`config.mk`:
```
export PLATFORM = sky130hd
export DESIGN_NAME = tpu_cfg_regs
export DESIGN_NICKNAME = d
export VERILOG_FILES = /design/src/rtl/tpu_cfg_pkg.sv /design/src/rtl/tpu_cfg_apb_if.sv /design/src/rtl/tpu_cfg_regs.sv
export SDC_FILE = /design/constraint.sdc
export NUM_CORES = 1
export LEC_CHECK = 0
export CORE_MARGIN = 8
export CORE_UTILIZATION = 37
export DETAILED_ROUTE_END_ITERATION = 12
export PLACE_DENSITY = 0.65
export SLEW_MARGIN = 40
export SYNTH_ARGS = -nofsm -noshare
export SYNTH_HDL_FRONTEND = slang
export SYNTH_HIERARCHICAL = 1
export SYNTH_SLANG_ARGS = --single-unit
```
`constraint.sdc`:
```
create_clock -name clk -period 2.3 [get_ports clk]
set_clock_uncertainty 0.05 [all_clocks]
set_input_delay 0.23 -clock clk [delete_from_list [all_inputs] [get_ports clk]]
set_output_delay 0.23 -clock clk [all_outputs]
set_load 0.005 [all_outputs]
```
`src/rtl/tpu_cfg_pkg.sv`:
```
// Shared definitions for the TPU config/status register block:
// register offsets, CTRL/STATUS bit indices, FSM and register enums.
package tpu_cfg_pkg;

  localparam logic [7:0] OFF_CTRL   = 8'h00;
  localparam logic [7:0] OFF_STATUS = 8'h04;
  localparam logic [7:0] OFF_CYCLES = 8'h08;
  localparam logic [7:0] OFF_IRQ_EN = 8'h0C;

  localparam int CTRL_START    = 0;
  localparam int CTRL_MATMUL   = 1;
  localparam int CTRL_SOFT_RST = 5;

  localparam int ST_BUSY = 0;
  localparam int ST_DONE = 1;

  typedef enum logic [1:0] {
    S_IDLE,
    S_RUN,
    S_WAIT_CLR
  } state_e;

  typedef enum logic [1:0] {
    R_CTRL,
    R_STATUS,
    R_CYCLES,
    R_IRQ_EN
  } reg_e;

endpackage

```
`src/rtl/tpu_cfg_apb_if.sv`:
```
// APB3 access decoder for the TPU config block.
// Ports: psel/penable/pwrite/paddr in; wr_en/rd_en/addr/addr_err out.
module tpu_cfg_apb_if
  import tpu_cfg_pkg::*;
#(
  parameter int ADDR_W = 4
) (
  input  logic              psel,
  input  logic              penable,
  input  logic              pwrite,
  input  logic [ADDR_W-1:0] paddr,
  output logic              wr_en,
  output logic              rd_en,
  output reg_e              addr,
  output logic              addr_err
);

  logic access;
  logic hit;

  always_comb begin
    access = psel & penable;
    hit    = 1'b1;
    addr   = R_CTRL;
    unique case (1'b1)
      (paddr == ADDR_W'(OFF_CTRL)):   addr = R_CTRL;
      (paddr == ADDR_W'(OFF_STATUS)): addr = R_STATUS;
      (paddr == ADDR_W'(OFF_CYCLES)): addr = R_CYCLES;
      (paddr == ADDR_W'(OFF_IRQ_EN)): addr = R_IRQ_EN;
      default:                        hit  = 1'b0;
    endcase
    wr_en    = access & pwrite & hit;
    rd_en    = access & ~pwrite & hit;
    addr_err = access & ~hit;
  end

endmodule

```
`src/rtl/tpu_cfg_regs.sv`:
```
// APB3 config/status registers and run FSM upstream of the TPU controller.
// Ports: APB3 slave, start/enables/soft-reset to controller, done_tpu in, irq out.
module tpu_cfg_regs
  import tpu_cfg_pkg::*;
#(
  parameter int ADDR_W = 4,
  parameter int CNT_W  = 32
) (
  input  logic              clk,
  input  logic              reset,
  input  logic              psel,
  input  logic              penable,
  input  logic              pwrite,
  input  logic [ADDR_W-1:0] paddr,
  input  logic [31:0]       pwdata,
  output logic [31:0]       prdata,
  output logic              pready,
  output logic              pslverr,
  output logic              start_tpu,
  output logic              enable_matmul,
  output logic              enable_norm,
  output logic              enable_pool,
  output logic              enable_activation,
  output logic              tpu_soft_reset,
  input  logic              done_tpu,
  output logic              irq
);

  logic wr_en, rd_en, addr_err;
  reg_e addr;

  tpu_cfg_apb_if #(.ADDR_W(ADDR_W)) u_apb_if (
    .psel     (psel),
    .penable  (penable),
    .pwrite   (pwrite),
    .paddr    (paddr),
    .wr_en    (wr_en),
    .rd_en    (rd_en),
    .addr     (addr),
    .addr_err (addr_err)
  );

  state_e           state_q, state_d;
  logic             start_q, start_d;
  logic [3:0]       en_q, en_d;
  logic             srst_q, srst_d;
  logic             done_q;
  logic             stat_done_q, stat_done_d;
  logic             irq_en_q, irq_en_d;
  logic [CNT_W-1:0] cycles_q, cycles_d;

  logic ctrl_wr, wr_start, wr_srst;
  logic start_ok, start_err, done_rise, busy;
  logic unused_wdata;

  assign unused_wdata = ^pwdata[31:6];

  always_comb begin
    done_rise = done_tpu & ~done_q;
    ctrl_wr   = wr_en & (addr == R_CTRL);
    wr_start  = ctrl_wr & pwdata[CTRL_START];
    wr_srst   = ctrl_wr & pwdata[CTRL_SOFT_RST];
    start_ok  = wr_start & pwdata[CTRL_MATMUL]
              & (state_q == S_IDLE);
    start_err = wr_start & ~start_ok;

    state_d     = state_q;
    start_d     = start_q;
    en_d        = en_q;
    srst_d      = wr_srst;
    stat_done_d = stat_done_q;
    irq_en_d    = irq_en_q;
    cycles_d    = cycles_q;

    // Enables are frozen once a run is launched.
    if (ctrl_wr && state_q == S_IDLE)
      en_d = pwdata[CTRL_MATMUL +: 4];
    if (wr_en && addr == R_IRQ_EN)
      irq_en_d = pwdata[0];
    if (wr_en && addr == R_STATUS && pwdata[ST_DONE])
      stat_done_d = 1'b0;
    if (state_q == S_RUN && cycles_q != '1)
      cycles_d = cycles_q + 1'b1;

    unique case (state_q)
      S_IDLE: begin
        if (start_ok) begin
          state_d     = S_RUN;
          start_d     = 1'b1;
          cycles_d    = '0;
          stat_done_d = 1'b0;
        end
      end
      S_RUN: begin
        // Done edge beats a same-cycle W1C; soft reset still wins on state.
        if (done_rise) begin
          start_d     = 1'b0;
          stat_done_d = 1'b1;
          state_d     = S_WAIT_CLR;
        end
        if (wr_srst) begin
          start_d = 1'b0;
          state_d = S_IDLE;
        end
      end
      S_WAIT_CLR: begin
        if (wr_srst)
          state_d = S_IDLE;
      end
      default: state_d = S_IDLE;
    endcase
  end

  always_ff @(posedge clk) begin
    if (reset) begin
      state_q     <= S_IDLE;
      start_q     <= 1'b0;
      en_q        <= '0;
      srst_q      <= 1'b0;
      done_q      <= 1'b0;
      stat_done_q <= 1'b0;
      irq_en_q    <= 1'b0;
      cycles_q    <= '0;
    end else begin
      state_q     <= state_d;
      start_q     <= start_d;
      en_q        <= en_d;
      srst_q      <= srst_d;
      done_q      <= done_tpu;
      stat_done_q <= stat_done_d;
      irq_en_q    <= irq_en_d;
      cycles_q    <= cycles_d;
    end
  end

  always_comb begin
    busy   = (state_q != S_IDLE);
    prdata = '0;
    if (rd_en) begin
      unique case (addr)
        R_CTRL:   prdata = {26'b0, 1'b0, en_q, 1'b0};
        R_STATUS: prdata = {30'b0, stat_done_q, busy};
        R_CYCLES: prdata = 32'(cycles_q);
        R_IRQ_EN: prdata = {31'b0, irq_en_q};
        default:  prdata = '0;
      endcase
    end
  end

  assign pready            = 1'b1;
  assign pslverr           = addr_err | start_err;
  assign start_tpu         = start_q;
  assign enable_matmul     = en_q[0];
  assign enable_norm       = en_q[1];
  assign enable_pool       = en_q[2];
  assign enable_activation = en_q[3];
  assign tpu_soft_reset    = srst_q;
  assign irq               = stat_done_q & irq_en_q;

endmodule
```
==> flow_summary.ini <==
[critical_path]
criticalPathCategory = reg -> reg
worstPathRequired_ns = 2.49
crit_path_start_kind = flop
cp-end-kind = flop
cp_max_fo = 5
arrival_ns = 2.37

[flow_run]
maxCapViolCount = 0

[synth]
synth_area_mm2 = 0.002422
syn_nets = 357
synth.yosys.seq_area_share_pct = 35.54
synth_cell_types = 51
yosysWarnings = 6
synthCells = 314
synth-seq-cells = 43
avgSynthCellArea_um2 = 7.714

[finish]
layout_common_cells = 43 x dfxtp_1, 32 x and2_1, 32 x buf_4
drive_gt1_share_pct = 15.58
final_nets = 440
final_common_cell = dfxtp_1
area_growth_pct = 41.74
fillers = 650
num_antenna_cells = 0

[floorplan]
core_region_area_mm2 = 0.006350
floorplan.initialDensity_pct = 38.15
io_pins = 83
die_x_um = 96.91
die_h_um = 96.91
die_area_mm2 = 0.009392
rows = 29

[routing]
vias = 2540
antenna_left = 0
totalWireLength_um = 6872
drt_iter0_markers = 158
wire_per_inst_um = 14.47
drt-pass1-iter-count = 4
post-route-drc-count = 0
drt-vias-per-instance = 5.347

[global_route]
globalRouteTotalUtil_pct = 14.26
gr-usage-met3_pct = 4.623
overflow = 0
gr-usage-met1_pct = 16.84
use_met2_pct = 24.27
grt_pass1_vias = 2501
grt_pass1_wl_um = 11670
grt_max_degree = 35
antenna_found_initial = 0
grt.busiest_layer = met2

[sta]
tightest_slew_ns = 0.5577
slew-limit-headroom_pct = 61.86
hold_ws_ns = 0.4301
fin_crit_ns = 2.184
fmax_mhz = 458.0
finalCritPeriodShare_pct = 94.94
fin_tns_setup_ns = 0
final_hold_viol_count = 0
final-setup-viol-count = 0
slew_violations = 0

[cts]
cts_tree = built
clockBufferDepth = 2
clk_pin_slew_ns = 0.09
cts_hold_buf = 0
h-tree-depth = 2
cts_buffers = 5
root_buffer = clkbuf_8
clk_latency_ns = 0.30
cts_sinks = 43

[placement]
hpwl_um = 5077
gp_congestion = 0.8011
numPortBuffers = 55

[outcome]
status = complete, no violations

[pwr]
power.density_mw_per_mm2 = 425.2
power.total_w = 0.001460
peakVddDrop_mv = 0.2585
p_leak_nw = 1.386

[min_path]
hp-class = reg -> reg
-- worst max-delay path: stages (launching register included) --
cell	delay [ns]
dfxtp_1	0.37
ha_1	0.19
nand2_1	0.11
or4_4	0.55
a211o_4	0.36
or3_1	0.35
a21oi_1	0.14
-- metrics by stage --
step	area (um^2)	utilization (%)	instances	setup WS [ns]
floorplan	2422	-	314	0.2184
global placement	3269	51.49	464	-0.1929
detailed placement	3269	51.49	464	-0.2288
CTS	3417	53.81	475	0.07349
global route	3433	54.07	475	-0.05574
finish	3433	54.07	475	0.1164
-- layer usage --
metal  wire length [um]  share of wire [%]  vias up
met1               3239                 47     1172
li1                   -                  -     1309
met3                376                5.5        6
met4                 51               0.74        0
met2               3205                 47       53
met5                  0                  0        -
-- final cells by class --
cell class | instances | area, um^2 | share of cell area, %
multi-input cells | 253 | 1526 | 44.46
flip-flops and latches | 43 | 860.8 | 25.07
repair buffers | 92 | 824.5 | 24.02
well taps | 77 | 96.34 | 2.806
clock buffers | 6 | 82.58 | 2.405
clock inverters | 2 | 35.03 | 1.020
inverters | 2 | 7.507 | 0.2187
-- synthesized netlist by cell type, drive strengths merged --
master / count / share of area [%]
a2111oi: 1 / 0.36
a211o: 1 / 0.36
a211oi: 1 / 0.31
a21o: 1 / 0.31
a21oi: 28 / 5.8
a311oi: 1 / 0.36
a31o: 1 / 0.36
a31oi: 3 / 0.77
a41oi: 1 / 0.36
and2: 34 / 8.9
and3: 5 / 1.3
and3b: 1 / 0.36
and4: 4 / 1.4
buf: 7 / 1.4
clkbuf: 9 / 1.4
conb: 1 / 0.15
dfxtp: 43 / 36
ha: 1 / 0.52
inv: 2 / 0.31
mux2: 1 / 0.46
mux2i: 5 / 2.1
nand2: 26 / 4.0
nand2b: 5 / 1.3
nand3: 22 / 4.8
nand3b: 2 / 0.62
nand4: 10 / 2.6
nor2: 25 / 4.0
nor2b: 3 / 0.77
nor3: 4 / 0.83
nor3b: 2 / 0.62
nor4: 5 / 1.5
nor4bb: 1 / 0.41
o211ai: 3 / 0.93
o21ai: 19 / 3.9
o311ai: 1 / 0.36
o31ai: 4 / 1.2
o41ai: 1 / 0.36
or2: 1 / 0.26
or3: 16 / 4.2
or4: 8 / 2.6
xnor2: 3 / 1.1
xor2: 2 / 0.72
-- state kept, by name, summed over array words and instances, names as in the netlist --
name / cells
done_q: 1
start_tpu: 1
cycles_q: 32
irq_en_q: 1
state_q: 2
tpu_soft_reset: 1
en_q: 4
stat_done_q: 1
-- power by group --
part / leakage (nW) / switching (W) / total [W] / internal (W)
combinational: 0.979 / 0.0000383 / 0.0000861 / 0.0000477
sequential: 0.347 / 0.00000108 / 0.000747 / 0.000746
clock: 0.0612 / 0.000275 / 0.000627 / 0.000352
total: 1.39 / 0.000315 / 0.00146 / 0.00115
-- logic make-up (layout without fill, tap and decap cells) --
kind of cell / Yosys count / after routing / synth area share [%]
fa+ha+maj: 1 / 1 / 0.5164
compound gates: 66 / 66 / 15.81
simple gates: 174 / 174 / 40.55
other cells: 1 / 1 / 0.1548
flops: 43 / 43 / 35.54
buf+inv: 18 / 102 / 3.099
xor+xnor: 5 / 5 / 1.808
mux: 6 / 6 / 2.531
-- worst paths after layout --
| check | from | endpoint | slack [ns] | cells after the start |
|---|---|---|---|---|
| min | en_q[3] | en_q[3] | 0.43 | 2 |
| max | cycles_q[1] | cycles_q[22] | 0.12 | 6 |
| max reg2reg | cycles_q[1] | cycles_q[22] | 0.12 | 6 |
| min reg2reg | en_q[3] | en_q[3] | 0.43 | 2 |
-- timing repair --
action	in CTS	in global routing
setup buffers	1	0
pin swaps	3	0
gates cloned	2	0
setup endpoints to repair	30	4
endpoints found under the hold margin	0	0
resized for setup	43	4
(Power assumes the default switching activity.)
